--- src/rtl/dmem_arb_pkg.sv ---
// Shared types for the data-memory arbiter: port identifiers, the per-port
// access payload and the width of the burst run counter.
package dmem_arb_pkg;

   typedef enum logic {
      PORT_C = 1'b0,
      PORT_F = 1'b1
   } port_e;

   localparam int RUN_W = 4;

   // Payload fields are sized for the widest supported geometry; the top
   // casts to and from its own DATA_W / ADDR_W.
   localparam int REQ_ADDR_W = 16;
   localparam int REQ_DATA_W = 64;

   typedef struct packed {
      logic                  we;
      logic [REQ_ADDR_W-1:0] addr;
      logic [REQ_DATA_W-1:0] wdata;
   } mem_req_t;

   function automatic logic [RUN_W-1:0] run_inc(input logic [RUN_W-1:0] run);
      return (run == '1) ? run : run + 1'b1;
   endfunction

endpackage

--- src/rtl/dmem_arbiter_if.sv ---
// Requester and memory-side signals of the data-memory arbiter.
// The arbiter uses the slave modport; requesters plus memory form the master side.
interface dmem_arbiter_if #(
   parameter int DATA_W = 32,
   parameter int ADDR_W = 9
);
   logic              c_req, c_we;
   logic [ADDR_W-1:0] c_addr;
   logic [DATA_W-1:0] c_wdata;
   logic              f_req, f_we, f_lock;
   logic [ADDR_W-1:0] f_addr;
   logic [DATA_W-1:0] f_wdata;
   logic              c_gnt, f_gnt, c_rvalid, f_rvalid;
   logic [DATA_W-1:0] c_rdata, f_rdata;
   logic              mem_wr, mem_rd;
   logic [ADDR_W-1:0] mem_addr;
   logic [DATA_W-1:0] mem_wr_data, mem_rd_data;

   modport slave (
      input  c_req, c_we, c_addr, c_wdata,
      input  f_req, f_we, f_addr, f_wdata, f_lock,
      input  mem_rd_data,
      output c_gnt, f_gnt, c_rvalid, f_rvalid, c_rdata, f_rdata,
      output mem_wr, mem_rd, mem_addr, mem_wr_data
   );

   modport master (
      output c_req, c_we, c_addr, c_wdata,
      output f_req, f_we, f_addr, f_wdata, f_lock,
      output mem_rd_data,
      input  c_gnt, f_gnt, c_rvalid, f_rvalid, c_rdata, f_rdata,
      input  mem_wr, mem_rd, mem_addr, mem_wr_data
   );
endinterface

--- src/rtl/dmem_arbiter_rr_pick2.sv ---
// Combinational two-way pick. Bit 0 of req_i/gnt_o is port C, bit 1 is port F.
// last_i is the port that keeps the bus when both request and no cap is hit.
module rr_pick2
   import dmem_arb_pkg::*;
(
   input  logic [1:0] req_i,
   input  port_e      last_i,
   input  logic       burst_hit_i,
   input  logic       locked_i,
   output logic [1:0] gnt_o
);

   always_comb begin
      gnt_o = 2'b00;
      if (locked_i) begin
         gnt_o = {req_i[1], 1'b0};
      end else if (req_i == 2'b01) begin
         gnt_o = 2'b01;
      end else if (req_i == 2'b10) begin
         gnt_o = 2'b10;
      end else if (req_i == 2'b11) begin
         if (burst_hit_i) gnt_o = (last_i == PORT_F) ? 2'b01 : 2'b10;
         else             gnt_o = (last_i == PORT_F) ? 2'b10 : 2'b01;
      end
   end

endmodule

--- src/rtl/dmem_arbiter.sv ---
// Arbitrates the single-port data memory between the core (C) and the
// fault-injection master (F), and routes one-cycle read data back to its owner.
module dmem_arbiter
   import dmem_arb_pkg::*;
#(
   parameter int DATA_W    = 32,
   parameter int ADDR_W    = 9,
   parameter int MAX_BURST = 4
) (
   input logic          clk,
   input logic          reset,
   dmem_arbiter_if.slave bus
);

   port_e            last_q, last_d;
   logic [RUN_W-1:0] run_q, run_d;
   logic             locked_q, locked_d;
   logic             idle_q, idle_d;
   logic [1:0]       rd_owner_q, rd_owner_d;

   logic [1:0] pick_gnt, gnt;
   port_e      pref, winner;
   logic       lock_eff, burst_hit;
   mem_req_t   c_r, f_r, win_r;

   // A lock only holds while f_lock stays high, so C can win in the drop cycle.
   assign lock_eff  = locked_q & bus.f_lock;
   assign burst_hit = (run_q >= RUN_W'(MAX_BURST));
   // After an idle cycle the other port gets first turn.
   assign pref      = idle_q ? port_e'(~last_q) : last_q;

   rr_pick2 u_pick (
      .req_i      ({bus.f_req, bus.c_req}),
      .last_i     (pref),
      .burst_hit_i(burst_hit),
      .locked_i   (lock_eff),
      .gnt_o      (pick_gnt)
   );

   assign gnt       = reset ? pick_gnt : 2'b00;
   assign winner    = gnt[1] ? PORT_F : PORT_C;
   assign bus.c_gnt = gnt[0];
   assign bus.f_gnt = gnt[1];

   always_comb begin
      c_r   = '{we: bus.c_we, addr: REQ_ADDR_W'(bus.c_addr), wdata: REQ_DATA_W'(bus.c_wdata)};
      f_r   = '{we: bus.f_we, addr: REQ_ADDR_W'(bus.f_addr), wdata: REQ_DATA_W'(bus.f_wdata)};
      win_r = '0;
      if (gnt[0])      win_r = c_r;
      else if (gnt[1]) win_r = f_r;
   end

   assign bus.mem_wr      = (|gnt) &  win_r.we;
   assign bus.mem_rd      = (|gnt) & ~win_r.we;
   assign bus.mem_addr    = ADDR_W'(win_r.addr);
   assign bus.mem_wr_data = DATA_W'(win_r.wdata);

   assign bus.c_rvalid = rd_owner_q[0] & reset;
   assign bus.f_rvalid = rd_owner_q[1] & reset;
   assign bus.c_rdata  = bus.c_rvalid ? bus.mem_rd_data : '0;
   assign bus.f_rdata  = bus.f_rvalid ? bus.mem_rd_data : '0;

   always_comb begin
      last_d     = last_q;
      run_d      = run_q;
      locked_d   = locked_q;
      idle_d     = 1'b0;
      rd_owner_d = gnt & {2{~win_r.we}};
      if (gnt == 2'b00) begin
         run_d  = '0;
         idle_d = 1'b1;
      end else if (winner == last_q) begin
         run_d = run_inc(run_q);
      end else begin
         run_d  = RUN_W'(1);
         last_d = winner;
      end
      if (gnt[1] && bus.f_lock) locked_d = 1'b1;
      else if (!bus.f_lock)     locked_d = 1'b0;
   end

   always_ff @(posedge clk) begin
      if (!reset) begin
         last_q     <= PORT_C;
         run_q      <= '0;
         locked_q   <= 1'b0;
         idle_q     <= 1'b0;
         rd_owner_q <= 2'b00;
      end else begin
         last_q     <= last_d;
         run_q      <= run_d;
         locked_q   <= locked_d;
         idle_q     <= idle_d;
         rd_owner_q <= rd_owner_d;
      end
   end

endmodule

--- src/flat_wrapper.sv ---
// flat-port wrapper written by rule: the top's interface ports become plain ports
module dmem_arbiter_flat import dmem_arb_pkg::*;
#(
   parameter int DATA_W    = 32,
   parameter int ADDR_W    = 9,
   parameter int MAX_BURST = 4
)
  (clk, reset, bus_c_req, bus_c_we, bus_c_addr, bus_c_wdata, bus_f_req, bus_f_we, bus_f_addr, bus_f_wdata, bus_f_lock, bus_mem_rd_data, bus_c_gnt, bus_f_gnt, bus_c_rvalid, bus_f_rvalid, bus_c_rdata, bus_f_rdata, bus_mem_wr, bus_mem_rd, bus_mem_addr, bus_mem_wr_data);
  dmem_arbiter_if #(.DATA_W(DATA_W), .ADDR_W(ADDR_W)) bus_i ();
  input logic clk;
  input logic reset;
  input wire logic [$bits(bus_i.c_req)-1:0] bus_c_req;
  input wire logic [$bits(bus_i.c_we)-1:0] bus_c_we;
  input wire logic [$bits(bus_i.c_addr)-1:0] bus_c_addr;
  input wire logic [$bits(bus_i.c_wdata)-1:0] bus_c_wdata;
  input wire logic [$bits(bus_i.f_req)-1:0] bus_f_req;
  input wire logic [$bits(bus_i.f_we)-1:0] bus_f_we;
  input wire logic [$bits(bus_i.f_addr)-1:0] bus_f_addr;
  input wire logic [$bits(bus_i.f_wdata)-1:0] bus_f_wdata;
  input wire logic [$bits(bus_i.f_lock)-1:0] bus_f_lock;
  input wire logic [$bits(bus_i.mem_rd_data)-1:0] bus_mem_rd_data;
  output wire logic [$bits(bus_i.c_gnt)-1:0] bus_c_gnt;
  output wire logic [$bits(bus_i.f_gnt)-1:0] bus_f_gnt;
  output wire logic [$bits(bus_i.c_rvalid)-1:0] bus_c_rvalid;
  output wire logic [$bits(bus_i.f_rvalid)-1:0] bus_f_rvalid;
  output wire logic [$bits(bus_i.c_rdata)-1:0] bus_c_rdata;
  output wire logic [$bits(bus_i.f_rdata)-1:0] bus_f_rdata;
  output wire logic [$bits(bus_i.mem_wr)-1:0] bus_mem_wr;
  output wire logic [$bits(bus_i.mem_rd)-1:0] bus_mem_rd;
  output wire logic [$bits(bus_i.mem_addr)-1:0] bus_mem_addr;
  output wire logic [$bits(bus_i.mem_wr_data)-1:0] bus_mem_wr_data;
  assign bus_i.c_req = bus_c_req;
  assign bus_i.c_we = bus_c_we;
  assign bus_i.c_addr = bus_c_addr;
  assign bus_i.c_wdata = bus_c_wdata;
  assign bus_i.f_req = bus_f_req;
  assign bus_i.f_we = bus_f_we;
  assign bus_i.f_addr = bus_f_addr;
  assign bus_i.f_wdata = bus_f_wdata;
  assign bus_i.f_lock = bus_f_lock;
  assign bus_i.mem_rd_data = bus_mem_rd_data;
  assign bus_c_gnt = bus_i.c_gnt;
  assign bus_f_gnt = bus_i.f_gnt;
  assign bus_c_rvalid = bus_i.c_rvalid;
  assign bus_f_rvalid = bus_i.f_rvalid;
  assign bus_c_rdata = bus_i.c_rdata;
  assign bus_f_rdata = bus_i.f_rdata;
  assign bus_mem_wr = bus_i.mem_wr;
  assign bus_mem_rd = bus_i.mem_rd;
  assign bus_mem_addr = bus_i.mem_addr;
  assign bus_mem_wr_data = bus_i.mem_wr_data;
  dmem_arbiter #(.DATA_W(DATA_W), .ADDR_W(ADDR_W), .MAX_BURST(MAX_BURST)) u_core (.clk(clk), .reset(reset), .bus(bus_i));
endmodule
--- config.mk ---
export PLATFORM = sky130hd
export DESIGN_NAME = dmem_arbiter_flat
export DESIGN_NICKNAME = d
export VERILOG_FILES = /design/src/rtl/dmem_arb_pkg.sv /design/src/rtl/dmem_arbiter_if.sv /design/src/rtl/dmem_arbiter_rr_pick2.sv /design/src/rtl/dmem_arbiter.sv /design/src/flat_wrapper.sv
export SDC_FILE = /design/constraint.sdc
export NUM_CORES = 1
export LEC_CHECK = 0
export CORE_AREA = 5 5 88 90
export CTS_BUF_LIST = sky130_fd_sc_hd__clkbuf_4 sky130_fd_sc_hd__clkbuf_8 sky130_fd_sc_hd__clkbuf_16
export CTS_CLUSTER_SIZE = 30
export DETAILED_ROUTE_END_ITERATION = 12
export DIE_AREA = 0 0 93 95
export HOLD_SLACK_MARGIN = 0.03
export PLACE_DENSITY_LB_ADDON = 0.08
export SLEW_MARGIN = 0
export SYNTH_ARGS = -nofsm -noshare
export SYNTH_HDL_FRONTEND = slang
export SYNTH_SLANG_ARGS = --single-unit
--- constraint.sdc ---
create_clock -name clk -period 2.31 [get_ports clk]
set_clock_uncertainty 0.2 [all_clocks]
set_input_delay 0.462 -clock clk [delete_from_list [all_inputs] [get_ports clk]]
set_output_delay 0.462 -clock clk [all_outputs]
set_load 0.005 [all_outputs]
==> results of run 1 <==
Yosys cell counts (2+ instances only):
| master | number | area share, % |
|---|---|---|
| nor3b_1 | 2 | 1.1 |
| nand3_1 | 2 | 0.73 |
| and3_1 | 64 | 29 |
| nor2_1 | 4 | 1.1 |
| buf_6 | 6 | 4.9 |
| a211oi_1 | 3 | 1.6 |
| and2_1 | 2 | 0.91 |
| o21ai_0 | 2 | 0.73 |
| dfxtp_1 | 9 | 13 |
| a22o_1 | 42 | 27 |
| buf_4 | 3 | 1.6 |
| nand2_1 | 2 | 0.55 |
| nor3_1 | 2 | 0.73 |
| clkbuf_1 | 13 | 3.6 |
stage by stage:
stage | hold slack, ps | area (sq um) | TNS (ps) | instances
global route | 291 | 4100 | -7550 | 510
finish | 283 | 4100 | -4550 | 510
CTS | 277 | 3980 | -4100 | 505
detailed placement | 297 | 3870 | -71580 | 487
global placement | 296 | 3870 | -69300 | 487
floorplan | 279 | 1370 | 0 | 176
worst max-delay path: stages (launching register included):
cell     delay (ps)
dfxtp_4         360
xor2_4          270
xnor2_2         160
a21o_4          170
inv_6            50
buf_12          120
buf_6           110
a22o_1          190
buf_2           140
sequential cells by signal, summed over array words and instances (netlist names):
register / flops
u_core.idle_q: 1
u_core.last_q: 1
u_core.locked_q: 1
u_core.rd_owner_q: 2
u_core.run_q: 4
layer usage:
| layer | up-vias | GRT usage, % | part of all wire [%] |
|---|---|---|---|
| met3 | 14 | 7.49 | 11 |
| li1 | 1200 | - | - |
| met4 | 0 | 4.15 | 1.8 |
| met2 | 155 | 38.6 | 52 |
| met5 | - | 0 | 0 |
| met1 | 1127 | 18.3 | 35 |
cell families (layout without fill, tap and decap cells):
kind of cell,Yosys count,in the layout,share of synthesized area (%)
AND/OR/NAND/NOR,82,82,36.6
AO/OA/AOI/OAI,55,55,35.0
buffers and inverters,25,277,11.2
flip-flops,9,9,13.2
XOR/XNOR,3,3,2.47
adder cells (fa/ha/maj),1,1,0.914
multiplexers,1,1,0.731
what timing repair did:
| action | 4_1_cts | 5_1_grt |
|---|---|---|
| resized for setup | 216 | 18 |
| cloned | 5 | 1 |
| pin swaps | 35 | 16 |
| hold endpoints to repair | 0 | 0 |
| endpoints found under the setup margin | 111 | 105 |
| setup buffers | 9 | 5 |
how the worst min path moves through the flow:
stage                    startpoint         endpoint  slack, ps  cells past startpoint
detailed placement  u_core.locked_q  u_core.locked_q        300                      1
global route             bus_f_lock  u_core.locked_q        290                      2
global placement    u_core.locked_q  u_core.locked_q        300                      1
CTS                      bus_f_lock  u_core.locked_q        280                      2
finish                   bus_f_lock  u_core.locked_q        280                      2
floorplan           u_core.locked_q  u_core.locked_q        280                      1
layout make-up:
| class | count | area, sq um |
|---|---|---|
| clock buffers | 4 | 48.8 |
| flip-flops and latches | 9 | 193 |
| repair buffers | 270 | 2620 |
| multi-input cells | 142 | 1120 |
| inverters | 3 | 18.8 |
| fillers | 664 | 2880 |
| well taps | 82 | 103 |
power by group:
group	switching, uW	total, uW	internal, uW
registers	9.02	172	163
logic	232	678	446
clock network	59.9	192	132
total	301	1040	740
==> run metrics, run 1 <==
failing checks=setup timing; CTS Hold Buffers Added=0; outcome=finished with violations; GRT overflow=0; Tcrit/Tclk final=107%; Post-synth top flop=dfxtp_1; clock sink count=9; Cell variety after synth=34; yosys synthesis warning count=0; Syn Area/Cell=about 8 sq um; via count=2,496; Slew Viols, Final=0; commonest cells after routing, fill and taps aside=179 x clkdlybuf4s50_1, 64 x and3_1, 45 x buf_2; Area Overhead vs Synth=199%; asr flop ratio synth=0%; I/O Buffers=around 230; clk buf depth=2; Vias/cell=slightly below 5; Clk Latency, worst-skew pair=230 ps; die area=roughly 9000 sq um; EDFF count, synth=0; nature of the critical path startpoint=flip-flop; fin nets=roughly 550; worst setup path startpoint=u_core.last_q; Post-Syn Instances=about 180; post-layout minimum cycle time=roughly 2500 ps; Relative slew margins=80.6%; Setup crit end kind=primary output; number of remaining DRC errors=0; core area=roughly 7000 sq um; peak supply drop=between 0.15 and 0.2 mV; total CTS buffers=3; R2R cell count=7; Slew @ Worst Pin=290 ps; sequential fraction of the synthesis area=13.2%; Critical Path End=bus_mem_wr_data[24]; setup slack at placement=-952 ps; Crit Path Class=reg2out; final hold vios=0; Placement Rows=31; GRT Resource Usage Total=between 10% and 20%; Power Density=roughly 250 nW/um^2; post-synthesis net count=around 300; FF-to-FF Start=u_core.last_q; crit path max fanout=6; Placer Congestion=0.836; largest net degree at the start of global routing=67; Detailed Place HPWL=between 7 and 8 mm; final setup margin=-161 ps; Cell Area, Synth=around 1400 sq um; maxcap violations=0; Iter 0 DRT Violations=54; worst hold path type=in2reg; CTS clk-pin slew, worst paths=~50 ps; reg-to-reg setup timing slack=between 200 and 250 ps; CTS tree=built; worst r2r dst=u_core.run_q[3]; number of H-tree levels=1; # IOs=between 200 and 250; DRT Pass-1 Iters=4; leak pwr=0.00203 uW; Chip Height=95 um; drt total wl=9.47 mm; initial antenna violation count=0; DR WL/cell=between 15 and 20 um; crit path DAT=1810 ps; Final Core Density=around three fifths; most common cell after layout, fill and taps aside=clkdlybuf4s50_1; Root Driver=clkbuf_8; Crit path required time=between 1500 and 2000 ps; unrepaired setup endpoints after global routing=true; Design Power=between 1000 and 1500 uW; Initial Util=between 10% and 20%; # setup viols final=43; layout cells sized above 1=roughly 25%; ant diodes=0; Antenna Violating Nets Remaining=0; first-pass GRT wire length=13.2 mm; highest clock rate=between 400 and 500 MHz; #FFs+latches synth=9; width of the die=slightly above 90 um; number of global-route vias before repair=2,457
No activity file was read; power rests on OpenSTA's default activity.
==> run 2: changes to the inputs <==
==> constraint.sdc (replaced) <==
create_clock -name clk -period 2.6 [get_ports clk]
set_clock_uncertainty 0.2 [all_clocks]
set_input_delay 0.52 -clock clk [delete_from_list [all_inputs] [get_ports clk]]
set_output_delay 0.52 -clock clk [all_outputs]
set_load 0.005 [all_outputs]
==> run 2 against run 1 <==
  * The flow still finishes with violations (setup timing)
  * Via count fell by 2.1%
  * Non-clock buffer count down 6
  * Wire length is 3.9% lower
  * Hold slack gained 42 ps
  * Register-to-register slack improved by 630 ps
  * Sequential power down 11%
  * Core utilization increased by 0.70 points
  * Setup slack gained 160 ps
  * Total power is 11% lower
  * Global-route usage down 0.35 points
  * Clock-buffer cell count is the same
  * Combinational power decreased by 10%
  * Critical endpoint is now bus_mem_wr_data[29]
==> run metrics, run 2 (synthesized netlist as in run 1, its figures left out) <==
peak supply drop=0.146 mV (-22%); clock sink count=9 (unchanged); Top Registers=u_core.run_q x4, u_core.rd_owner_q x2; Chip Height=95 um (unchanged); slowest stage delay, CP=220 ps (-140 ps); GRT Resource Usage Total=18.9% (-0.35 points); Tcrit/Tclk final=100%; worst setup path startpoint=bus_f_lock; Largest Register=u_core.run_q; width of the die=93 um (unchanged); CP bufs+invs=7 (+3); nature of the critical path startpoint=input pin; Layout fillers=629 (-5.3%); most common cell after layout, fill and taps aside=clkdlybuf4s50_1; commonest cells after routing, fill and taps aside=182 x clkdlybuf4s50_1, 64 x and3_1, 42 x a22o_1; initial antenna violation count=0 (unchanged); FF-to-FF Start=u_core.last_q; crit path DAT=1880 ps (+70 ps); Crit path required time=1880 ps (+230 ps); total CTS buffers=3 (unchanged); cell family with most CP delay=buffers and inverters; Design Power=929 uW (-11%); Initial Util=19.6% (unchanged); leak pwr=0.00192 uW (-5.4%); Placed Cells=487 (unchanged); layout cells sized above 1=21.6% (-3.7 points); Area Overhead vs Synth=203%; die area=8840 sq um (unchanged); I/O Buffers=231 (unchanged); # setup viols final=1 (-98%); multi-input gate area in the final layout=1100 sq um (-1.8%); first-pass GRT wire length=13.0 mm (-1.4%); Finished Cell Area=4150 sq um (+1.2%); CP cell instances=buf_6, a21boi_2, buf_6, o2bb2ai_4, nor2_4, inv_4, buf_12, buf_16, buf_6, a22o_1, buf_2; flip-flop count of the largest register after layout=4 (unchanged); Vias/cell=4.85 (-0.92%); placed inst area=3860 sq um (-0.32%); number of H-tree levels=1 (unchanged); CTS Hold Buffers Added=0 (unchanged); Slew @ Worst Pin=449 ps (+159 ps); crit path max fanout=5 (-1); Root Driver=clkbuf_8; fin nets=545 (-1.1%); FF+latch area=188 sq um (-2.6%); Setup crit end kind=primary output; Relative slew margins=70.0% (-11 points); via count=2,444 (-2.1%); Slew Viols, Final=0 (unchanged); final setup margin=-0.879 ps (+160 ps); Power Density=224 nW/um^2 (-12%); HP Start=bus_f_lock; Placement Rows=31 (unchanged); CTS tree=built; Slowest cell on crit path=a22o_1; drt total wl=9.10 mm (-3.9%); clk buf depth=2 (unchanged); Crit Path Class=in2out; core area=6980 sq um (unchanged); Detailed Place HPWL=7.43 mm (-0.64%); ant diodes=0 (unchanged); number of global-route vias before repair=2,514 (+2.3%); Placer Congestion=0.872 (+4.3%); GRT overflow=0 (unchanged); maxcap violations=0 (unchanged); Iter 0 DRT Violations=49 (-9.3%); number of remaining DRC errors=0 (unchanged); post-layout minimum cycle time=about 2600 ps; worst hold path type=in2reg; CTS clk-pin slew, worst paths=50 ps (about the same); final hold vios=0 (unchanged); # IOs=232 (unchanged); highest clock rate=around 380 MHz; largest net degree at the start of global routing=67 (unchanged); unrepaired setup endpoints after global routing=true; fin cells=504 (-1.2%); outcome=finished with violations; Antenna Violating Nets Remaining=0 (unchanged); Clk Latency, worst-skew pair=230 ps (about the same); cell repeated most along the worst path=buf_6; DRT Pass-1 Iters=4 (unchanged); DR WL/cell=18.1 um (-2.8%); failing checks=setup timing
## run 2: final timing paths
path | to | slack (ps) | depth (start not counted)
min | u_core.locked_q | 330 | 2
max reg2reg | u_core.run_q[3] | 870 | 5
max | bus_mem_wr_data[29] | -0.9 | 11
min reg2reg | u_core.locked_q | 360 | 1
## run 2: layout make-up
type	instances	area share [%]
Multi-Input combinational cell	142	26.5
Tap cell	82	2.47
Clock buffer	4	1.18
Timing Repair Buffer	264	64.9
Inverter	3	0.453
Sequential cell	9	4.53
## run 2: timing repair
action / in CTS / in global routing
setup buffers: 7 / 1
endpoints found under the setup margin: 111 / 38
hold endpoints to repair: 0 / 0
pin swaps: 21 / 5
cloned: 5 / 0
resized for setup: 178 / 5
## run 2: worst reg2reg max path: cells and delay by family (launching register included)
kind	cells	cell delay, ps
AOI/OAI and AO/OA	2	570
DFF	1	370
xor gates and xnor gates	2	330
buffers and inverters	1	160
## run 2: per-stage QoR
step,util [%],hold slack (ps),setup TNS [ps],setup slack (ps)
5_1_grt,59.4,322,-1570,-70.5
6_report,59.4,325,-0.879,-0.879
4_1_cts,59.2,337,0,8.68
2_1_floorplan,-,279,0,248
3_5_place_dp,55.3,301,-52210,-734
3_3_place_gp,55.3,295,-50140,-744
## run 2: metal layers
layer,up-vias,track usage [%],share of wire [%]
li1,1185,-,-
met1,1085,18.0,34
met2,158,37.7,51
met3,16,6.69,12
met4,0,5.25,2.4
met5,-,0,0
## run 2: power breakdown
part	internal (uW)	total (uW)	switching, uW
combinational	409	607	198
sequential	145	153	7.33
clock	117	170	52.6
total	671	929	258
==> run 3: changes to the inputs <==
--- a/config.mk
+++ b/config.mk
@@ -5,14 +5,16 @@
 export SDC_FILE = /design/constraint.sdc
 export NUM_CORES = 1
 export LEC_CHECK = 0
-export CORE_AREA = 5 5 88 90
+export CORE_AREA = 5 5 87 89
 export CTS_BUF_LIST = sky130_fd_sc_hd__clkbuf_4 sky130_fd_sc_hd__clkbuf_8 sky130_fd_sc_hd__clkbuf_16
 export CTS_CLUSTER_SIZE = 30
 export DETAILED_ROUTE_END_ITERATION = 12
-export DIE_AREA = 0 0 93 95
+export DIE_AREA = 0 0 92 94
+export DONT_BUFFER_PORTS = 1
+export GPL_ROUTABILITY_DRIVEN = 0
 export HOLD_SLACK_MARGIN = 0.03
 export PLACE_DENSITY_LB_ADDON = 0.08
-export SLEW_MARGIN = 0
+export SLEW_MARGIN = 20
 export SYNTH_ARGS = -nofsm -noshare
 export SYNTH_HDL_FRONTEND = slang
 export SYNTH_SLANG_ARGS = --single-unit
==> run 3 against run 2 <==
  * The flow now finishes without violations
  * Total power decreased by 44%
  * Sequential cell count did not move
  * Sequential power up 6%
  * Register-to-register slack worse by 40 ps
  * Core utilization is 38 points lower
  * Largest cell class is now multi-input combinational cells
==> run metrics, run 3 (synthesized netlist as in run 1, its figures left out) <==
Tcrit/Tclk final=95.1% (-4.9 points); via count=1,517 (-38%); first-pass GRT wire length=8.54 mm (-34%); clock sink count=9 (unchanged); largest net degree at the start of global routing=74 (+10%); number of H-tree levels=1 (unchanged); Top Registers=u_core.run_q x4, u_core.rd_owner_q x2; sink of the worst hold path=u_core.rd_owner_q[1]; layout cells sized above 1=10.4% (-11 points); Relative slew margins=46.2% (-24 points); commonest cells after routing, fill and taps aside=64 x and3_1, 42 x a22o_1, 9 x dfxtp_1; placed inst area=1390 sq um (-64%); Area Overhead vs Synth=6.03%; CTS tree=built; CP bufs+invs=1 (-6); R2R cell count=6 (+1); initial antenna violation count=0 (unchanged); reg-to-reg setup timing slack=830 ps (-40 ps); CTS Hold Buffers Added=0 (unchanged); fin nets=287 (-47%); Placement Rows=30 (-3.2%); Slew Viols, Final=0 (unchanged); highest clock rate=404 MHz (+5.2%); ant diodes=0 (unchanged); flip-flop count of the largest register after layout=4 (unchanged); Iter 0 DRT Violations=24 (-51%); clk buf depth=2 (unchanged); core area=6680 sq um (-4.3%); Vias/cell=6.22 (+28%); crit path max fanout=43 (+38); total CTS buffers=3 (unchanged); unrepaired setup endpoints after global routing=false; peak supply drop=0.118 mV (-19%); Initial Util=20.5% (+0.88 points); GRT Resource Usage Total=12.8% (-6.1 points); Slew @ Worst Pin=806 ps (+357 ps); Clk Latency, worst-skew pair=230 ps (about the same); Setup crit end kind=primary output; leak pwr=0.000791 uW (-59%); nature of the critical path startpoint=flip-flop; outcome=complete, no violations; slowest stage delay, CP=430 ps (+210 ps); DR WL/cell=27.3 um (+51%); Antenna Violating Nets Remaining=0 (unchanged); CP cell instances=xor2_2, xnor2_1, a21o_4, clkinv_8, a22o_1; FF-to-FF Start=u_core.locked_q; WHS Path Cells=1 (-1); Design Power=517 uW (-44%); I/O Buffers=0 (-100%); width of the die=92 um (-1.1%); Finished Cell Area=1450 sq um (-65%); Largest Register=u_core.run_q; post-layout minimum cycle time=2470 ps (-128 ps); worst r2r dst=u_core.run_q[0]; worst hold path type=in2reg; HP Start=bus_f_we; drt total wl=6.65 mm (-27%); number of global-route vias before repair=1,442 (-43%); Power Density=356 nW/um^2 (+59%); Crit path required time=1880 ps (about the same); DRT Pass-1 Iters=4 (unchanged); number of remaining DRC errors=0 (unchanged); final hold vios=0 (unchanged); crit path DAT=1750 ps (-130 ps); cell family with most CP delay=compound AO/OA/AOI/OAI gates; Chip Height=94 um (-1.1%); Crit Path Class=reg2out; Root Driver=clkbuf_8; # setup viols final=0 (-1); most common cell after layout, fill and taps aside=and3_1; maxcap violations=0 (unchanged); CTS clk-pin slew, worst paths=50 ps (about the same); # IOs=232 (unchanged); Slowest cell on crit path=dfxtp_1; GRT overflow=0 (unchanged); final setup TNS=0 ps (+0.879 ps); die area=8650 sq um (-2.1%)
run 3: cell count changes in the layout (fill, tap and decap cells not counted), moves of 2 or more:
cell	before	now
clkdlybuf4s50_1	182	0
buf_16	3	0
buf_2	22	0
dlygate4sd2_1	3	0
dfxtp_4	2	0
buf_4	17	5
clkdlybuf4s15_1	5	0
bufbuf_16	2	0
dfxtp_1	7	9
clkdlybuf4s15_2	17	0
buf_6	5	0
buf_12	8	1
run 3: worst register-to-register path, stage by stage, from the launching register on:
cell	delay, ps
dfxtp_1	300
a21boi_0	370
o2bb2ai_1	150
nor2_2	150
inv_2	70
buf_4	180
a211oi_1	250
run 3: where the power goes:
group	internal, uW	switching [uW]
sequential	146	16.4
clock	117	55.5
combinational	80.1	102
total	343	174
run 3: routing by layer:
layer,vias to the layer above,global-route usage (%),routed length [um]
met2,146,25.6,3620
met1,705,13.1,2260
met3,2,4.01,749
li1,664,-,-
met4,0,1.98,19
met5,-,0,0
run 3: metrics by stage:
step / util [%] / cells / setup WS [ps] / hold slack [ps]
global route: 21.7 / 244 / 0.938 / 153
CTS: 21.5 / 244 / 13.4 / 158
floorplan: - / 176 / 248 / 279
finish: 21.7 / 244 / 128 / 159
detailed placement: 20.8 / 240 / 40.4 / 299
global placement: 20.8 / 240 / 85.4 / 307
run 3: timing repair:
| item | in CTS | in global routing |
|---|---|---|
| setup buffers | 0 | 0 |
| endpoints found under the setup margin | 0 | 42 |
| gates resized for setup | 0 | 4 |
run 3: how the worst max path moves through the flow:
stage                  start                  end  slack, ps  depth (start not counted)
2_1_floorplan          reset      bus_mem_addr[2]        250                          7
4_1_cts        u_core.last_q  bus_mem_wr_data[26]         10                          5
5_1_grt        u_core.last_q  bus_mem_wr_data[30]        0.9                          5
3_5_place_dp       bus_c_req  bus_mem_wr_data[26]         40                          5
3_3_place_gp       bus_c_req  bus_mem_wr_data[30]         90                          5
6_report       u_core.last_q  bus_mem_wr_data[14]        130                          5
run 3: layout make-up:
class,instances,area [sq um]
tap,80,100
sequential,9,180
inverter,3,23.8
timing repair buffer,6,57.6
fill,737,5230
multi-input combinational,142,1040
clock buffer,4,48.8
==> RTL edit 1, RTL diff (flow settings as in run 1) <==
Make the reset (`reset`) asynchronous in one clocked block.
--- a/src/rtl/dmem_arbiter.sv
+++ b/src/rtl/dmem_arbiter.sv
@@ -79,7 +79,7 @@
       else if (!bus.f_lock)     locked_d = 1'b0;
    end
 
-   always_ff @(posedge clk) begin
+   always_ff @(posedge clk or negedge reset) begin
       if (!reset) begin
          last_q     <= PORT_C;
          run_q      <= '0;
Check against the original RTL: same outputs for any inputs over 10 cycles, from zero or initial values and one cycle with reset low; that may be too few to reach the edited logic, so the function may still have changed.
==> RTL edit 1 against run 1 <==
- the run still ends with negative setup slack left
- combinational power rose by 4.1%
- power rose by 3.9%
- sequential power is 4% higher
- synthesized area rose by 2.4%
- utilization rose by 0.66 points
- sequential cell count stayed put
- first-iteration DRC count is 46% lower
- setup slack worse by 150 ps
- critical path depth shrank 1
- routed wire length up 0.15%
- design area is 1.1% higher
- final cell count is 2.0% higher
- largest cell class unchanged
- largest power group unchanged
==> RTL edit 1: results (changes against run 1) <==
* Sw frac at 28.9% (-0.031 points)
* Violated checks: negative setup slack
* Unique masters post-synth at 29 (-15%)
* Synth Area in XOR/XNOR at 2.86% (+0.39 points)
* Synth async-reset ratio at 100% (+100 points)
* Max stage delay on crit path at 380 ps (+20 ps)
* Synthesized Nets at 301 (+1.0%)
* Largest net degree at the start of global routing at 39 (-42%)
* Worst IR Drop VDD at 0.213 mV (+14%)
* GPL Wtd Cong at 0.718 (-14%)
* Via count at 2,459 (-1.5%)
* Post-CTS Hold Buffers at 2 (+2)
* Synth Area in Adders at 0.893% (-0.021 points)
* Critical path arrival at 1960 ps (+150 ps)
* CTS-repair resized insts at 203 (-6.0%)
* Outcome: complete, but fails checks
* Compound-Gate Fraction of Synth Area at 34.6% (-0.37 points)
* Endpoints failing setup at 45 (+4.7%)
* Worst Tran Pin Value at 355 ps (+64.9 ps)
* Top FF cell, synth: dfrtp_1
* Register-to-Register Setup Slack at 400 ps (+160 ps)
* Share of layout cells above drive strength 1 at 23.1% (-2.2 points)
* Worst path slowest cell: dfrtp_1
* Sequential area share after synthesis at 16.1% (+2.9 points)
* PnR worst setup slack at -313 ps (-153 ps)
* Worst min path class: input pin to asynchronous set/reset pin
* Nets at 561 (+1.8%)
* Total track usage at 18.6% (-0.64 points)
==> RTL edit 1: per-stage QoR <==
stage | hold slack [ps] | TNS [ps] | cells
global placement | 192 | -30970 | 490
detailed placement | 192 | -31980 | 490
finish | 144 | -13010 | 520
CTS | 126 | -9440 | 513
floorplan | -33.6 | 0 | 179
global route | 161 | -15850 | 520
==> RTL edit 1: final timing paths <==
path,from,end,cells past startpoint
worst max-delay path,u_core.run_q[3],bus_mem_wr_data[13],7
min in group clk,u_core.locked_q,u_core.locked_q,1
worst max register to register,u_core.run_q[3],u_core.rd_owner_q[0],8
max in group asynchronous,reset,u_core.last_q,3
worst min-delay path,reset,u_core.idle_q,3
worst min register to register,u_core.locked_q,u_core.locked_q,1
==> RTL edit 1: layout make-up <==
type	instances	area, um^2
sequential	9	225
inverter	2	7.51
multi-input combinational	145	1050
tap	82	103
fill	613	2840
clock buffer	4	48.8
timing repair buffer	278	2710
==> RTL edit 1: routing by layer <==
| layer | part of all wire, % | up-vias | wire, um | global-route usage, % |
|---|---|---|---|---|
| met2 | 53 | 148 | 5000 | 35.8 |
| met4 | 1.4 | 0 | 135 | 5.74 |
| met1 | 35 | 1084 | 3350 | 18.6 |
| met5 | 0 | - | 0 | 0 |
| li1 | - | 1217 | - | - |
| met3 | 11 | 10 | 1000 | 6.45 |
==> RTL edit 1: cells by family after synthesis <==
family          after synthesis
mux                           1
compound gates               57
simple gates                 83
xor+xnor                      3
buf+inv                      25
fa+ha+maj                     1
flops                         9
==> RTL edit 1: power groups by stage <==
stage	sequential, uW	combinational (uW)	clock (uW)
after global placement	180	658	0
after detailed placement	181	661	0
after CTS	179	675	202
after global routing	180	754	210
final	179	706	197
after floorplan	181	202	0
==> RTL edit 1: worst min-delay path, cell delays in order <==
cell and delay [ps]:
buf_2 150, buf_8 160, buf_4 130
==> RTL edit 2, RTL diff (config.mk and constraints of run 1) <==
Without the edit above. `ADDR_W` is set to 9 in 3 places; all go to 7.
--- a/src/rtl/dmem_arbiter_if.sv
+++ b/src/rtl/dmem_arbiter_if.sv
@@ -2,7 +2,7 @@
 // The arbiter uses the slave modport; requesters plus memory form the master side.
 interface dmem_arbiter_if #(
    parameter int DATA_W = 32,
-   parameter int ADDR_W = 9
+   parameter int ADDR_W = 7
 );
    logic              c_req, c_we;
    logic [ADDR_W-1:0] c_addr;
--- a/src/rtl/dmem_arbiter.sv
+++ b/src/rtl/dmem_arbiter.sv
@@ -4,7 +4,7 @@
    import dmem_arb_pkg::*;
 #(
    parameter int DATA_W    = 32,
-   parameter int ADDR_W    = 9,
+   parameter int ADDR_W    = 7,
    parameter int MAX_BURST = 4
 ) (
    input logic          clk,
--- a/src/flat_wrapper.sv
+++ b/src/flat_wrapper.sv
@@ -2,7 +2,7 @@
 module dmem_arbiter_flat import dmem_arb_pkg::*;
 #(
    parameter int DATA_W    = 32,
-   parameter int ADDR_W    = 9,
+   parameter int ADDR_W    = 7,
    parameter int MAX_BURST = 4
 )
   (clk, reset, bus_c_req, bus_c_we, bus_c_addr, bus_c_wdata, bus_f_req, bus_f_we, bus_f_addr, bus_f_wdata, bus_f_lock, bus_mem_rd_data, bus_c_gnt, bus_f_gnt, bus_c_rvalid, bus_f_rvalid, bus_c_rdata, bus_f_rdata, bus_mem_wr, bus_mem_rd, bus_mem_addr, bus_mem_wr_data);
Interface: changed (resized bus_c_addr, bus_f_addr and bus_mem_addr); port bits go from 232 to 226. The function was not compared with the original's and may differ.
==> RTL edit 2 against run 1 <==
- the run still ends with negative setup slack left
- sequential cell count did not move
- setup slack got worse by 140 ps
- design area fell by 4.2%
- non-clock buffer count fell by 9
- synthesized area fell by 2.2%
- highest routed layer unchanged
- routed wire length fell by 10%
- power fell by 4.7%
- critical endpoint is now bus_mem_wr_data[25]
==> RTL edit 2: results (changes against run 1) <==
* Number of global-route vias before repair at 2,386 (-2.9%)
* Clock Path Buffers at 2 (unchanged)
* Synth Area in XOR/XNOR at 2.52% (+0.055 points)
* Drt total wl at 8.48 mm (-10%)
* Most frequent cells after synthesis: and3_1, a22o_1, clkbuf_1
* Reg2reg start: u_core.idle_q
* Sequential area share after synthesis at 13.5% (+0.30 points)
* # fillers at 671 (+1.1%)
* Hold path cells at 3 (+1)
* R2r endpoint: u_core.last_q
* Register-to-Register Setup Slack at 280 ps (+40 ps)
* Main area contributors after synthesis: and3_1, a22o_1, dfxtp_1, clkbuf_1, buf_6
* CTS buffer count at 3 (unchanged)
* First-pass GRT wire length at 12.1 mm (-8.4%)
* Register-to-Register Path Depth at 10 (+3)
* Endpoints failing setup at 41 (-4.7%)
* Max FFs per register at 4 (unchanged)
* Total track usage at 17.2% (-2.0 points)
* HPWL Detailed at 6.81 mm (-8.9%)
* Violated checks: negative setup slack
* Port buffer count at 225 (-2.6%)
* Leak pwr at 0.00200 uW (-1.7%)
* Outcome: complete, but fails checks
* Compound-Gate Fraction of Synth Area at 34.5% (-0.52 points)
* Hold Crit Endpoint: u_core.idle_q
* Drt pass-1 iters at 4 (unchanged)
* GPL Wtd Cong at 0.836 (unchanged)
* Crit-path max FO at 6 (unchanged)
* 1st-iter DRT viols at 38 (-30%)
* Critical path arrival at 1950 ps (+140 ps)
* Worst IR Drop VDD at 0.178 mV (-5.3%)
* PnR worst setup slack at -299 ps (-139 ps)
* Synthesized Nets at 292 (-2.0%)
* Share of layout cells above drive strength 1 at 24.5% (-0.77 points)
* Worst Hold Launch: bus_f_req
* Warning count from the yosys run at 0 (unchanged)
* Mux cell area share after synthesis at 0.748% (+0.016 points)
* Slew headroom at 73.3% (-7.3 points)
* Diode count at 0 (unchanged)
* Nets at 536 (-2.7%)
* Via density at 4.81 (-1.8%)
* Largest regs: u_core.run_q (4), u_core.rd_owner_q (2)
* CTS Root Cell: clkbuf_8
* Synth Area in Adders at 0.935% (+0.021 points)
* Worst-path clk slew at 50 ps (about the same)
-- RTL edit 2: cell types whose count changed in the layout (fill, tap and decap cells not counted), sizes merged --
cell	before	now
clkdlybuf4s50	179	171
buf	86	79
a22o	42	40
clkbuf	5	7
dlymetal6s2s	3	5
clkdlybuf4s15	0	1
clkinv	0	1
dlygate4sd2	1	2
inv	3	2
-- RTL edit 2: worst max-delay path by stage --
stage,from,end,slack (ps),cells past startpoint
after floorplan,reset,bus_mem_addr[0],60,7
after global placement,reset,bus_mem_wr_data[10],-820,8
final,u_core.idle_q,bus_mem_wr_data[25],-300,10
after detailed placement,reset,bus_mem_wr_data[23],-860,8
after CTS,u_core.idle_q,bus_mem_wr_data[26],-310,10
after global routing,u_core.idle_q,bus_mem_wr_data[25],-370,10
-- RTL edit 2: routing by layer --
layer	GRT usage, %	up-vias	share of wire [%]	wire length, um
met5	0	-	0	0
met4	4.27	0	1.1	93
met3	6.93	8	13	1080
met2	32.8	147	52	4370
met1	17.3	1074	35	2930
li1	-	1169	-	-
-- RTL edit 2: cells by family after synthesis --
logic type / after synthesis
AO/OA/AOI/OAI: 53
XOR/XNOR: 3
adder cells (fa/ha/maj): 1
buffers and inverters: 25
flip-flops: 9
multiplexers: 1
AND/OR/NAND/NOR: 82
-- RTL edit 2: where the power goes --
group	internal (uW)	switching [uW]	leakage (uW)
Sequential	164	8.21	0.0000760
Clock	132	63.9	0.0000262
Combinational	412	213	0.00190
Total	708	285	0.00200
-- RTL edit 2: cell type report --
type	instances	area [um^2]	share of cell area (%)
sequential	9	190	4.84
inverter	3	18.8	0.478
multi-input combinational	140	1100	27.9
clock buffer	4	48.8	1.24
tap	82	103	2.61
timing repair buffer	261	2470	62.9
-- RTL edit 2: worst max-delay path: stages (launching register included) --
cell and delay, ps:
dfxtp_4 350, xor2_4 190, buf_6 120, o2bb2ai_4 120, nor2_4 130, clkinv_4 90, buf_12 130, buf_8 120
buf_6 110, a22o_1 210, buf_2 130
-- RTL edit 2: stage by stage --
stage | worst slack, ps | hold WS (ps) | instance area (um^2) | std cells | TNS [ps]
floorplan | 58.0 | 279 | 1340 | 174 | 0
global placement | -825 | 295 | 3750 | 479 | -65030
detailed placement | -860 | 307 | 3750 | 479 | -68420
CTS | -313 | 311 | 3900 | 498 | -7850
global route | -370 | 351 | 3930 | 499 | -10840
finish | -299 | 324 | 3930 | 499 | -8340
-- RTL edit 2: what timing repair did --
| action | 4_1_cts | 5_1_grt |
|---|---|---|
| resized for setup | 211 | 23 |
| setup buffers | 12 | 3 |
| setup endpoints to repair | 109 | 107 |
| pin swaps | 41 | 10 |
| gates cloned | 3 | 0 |
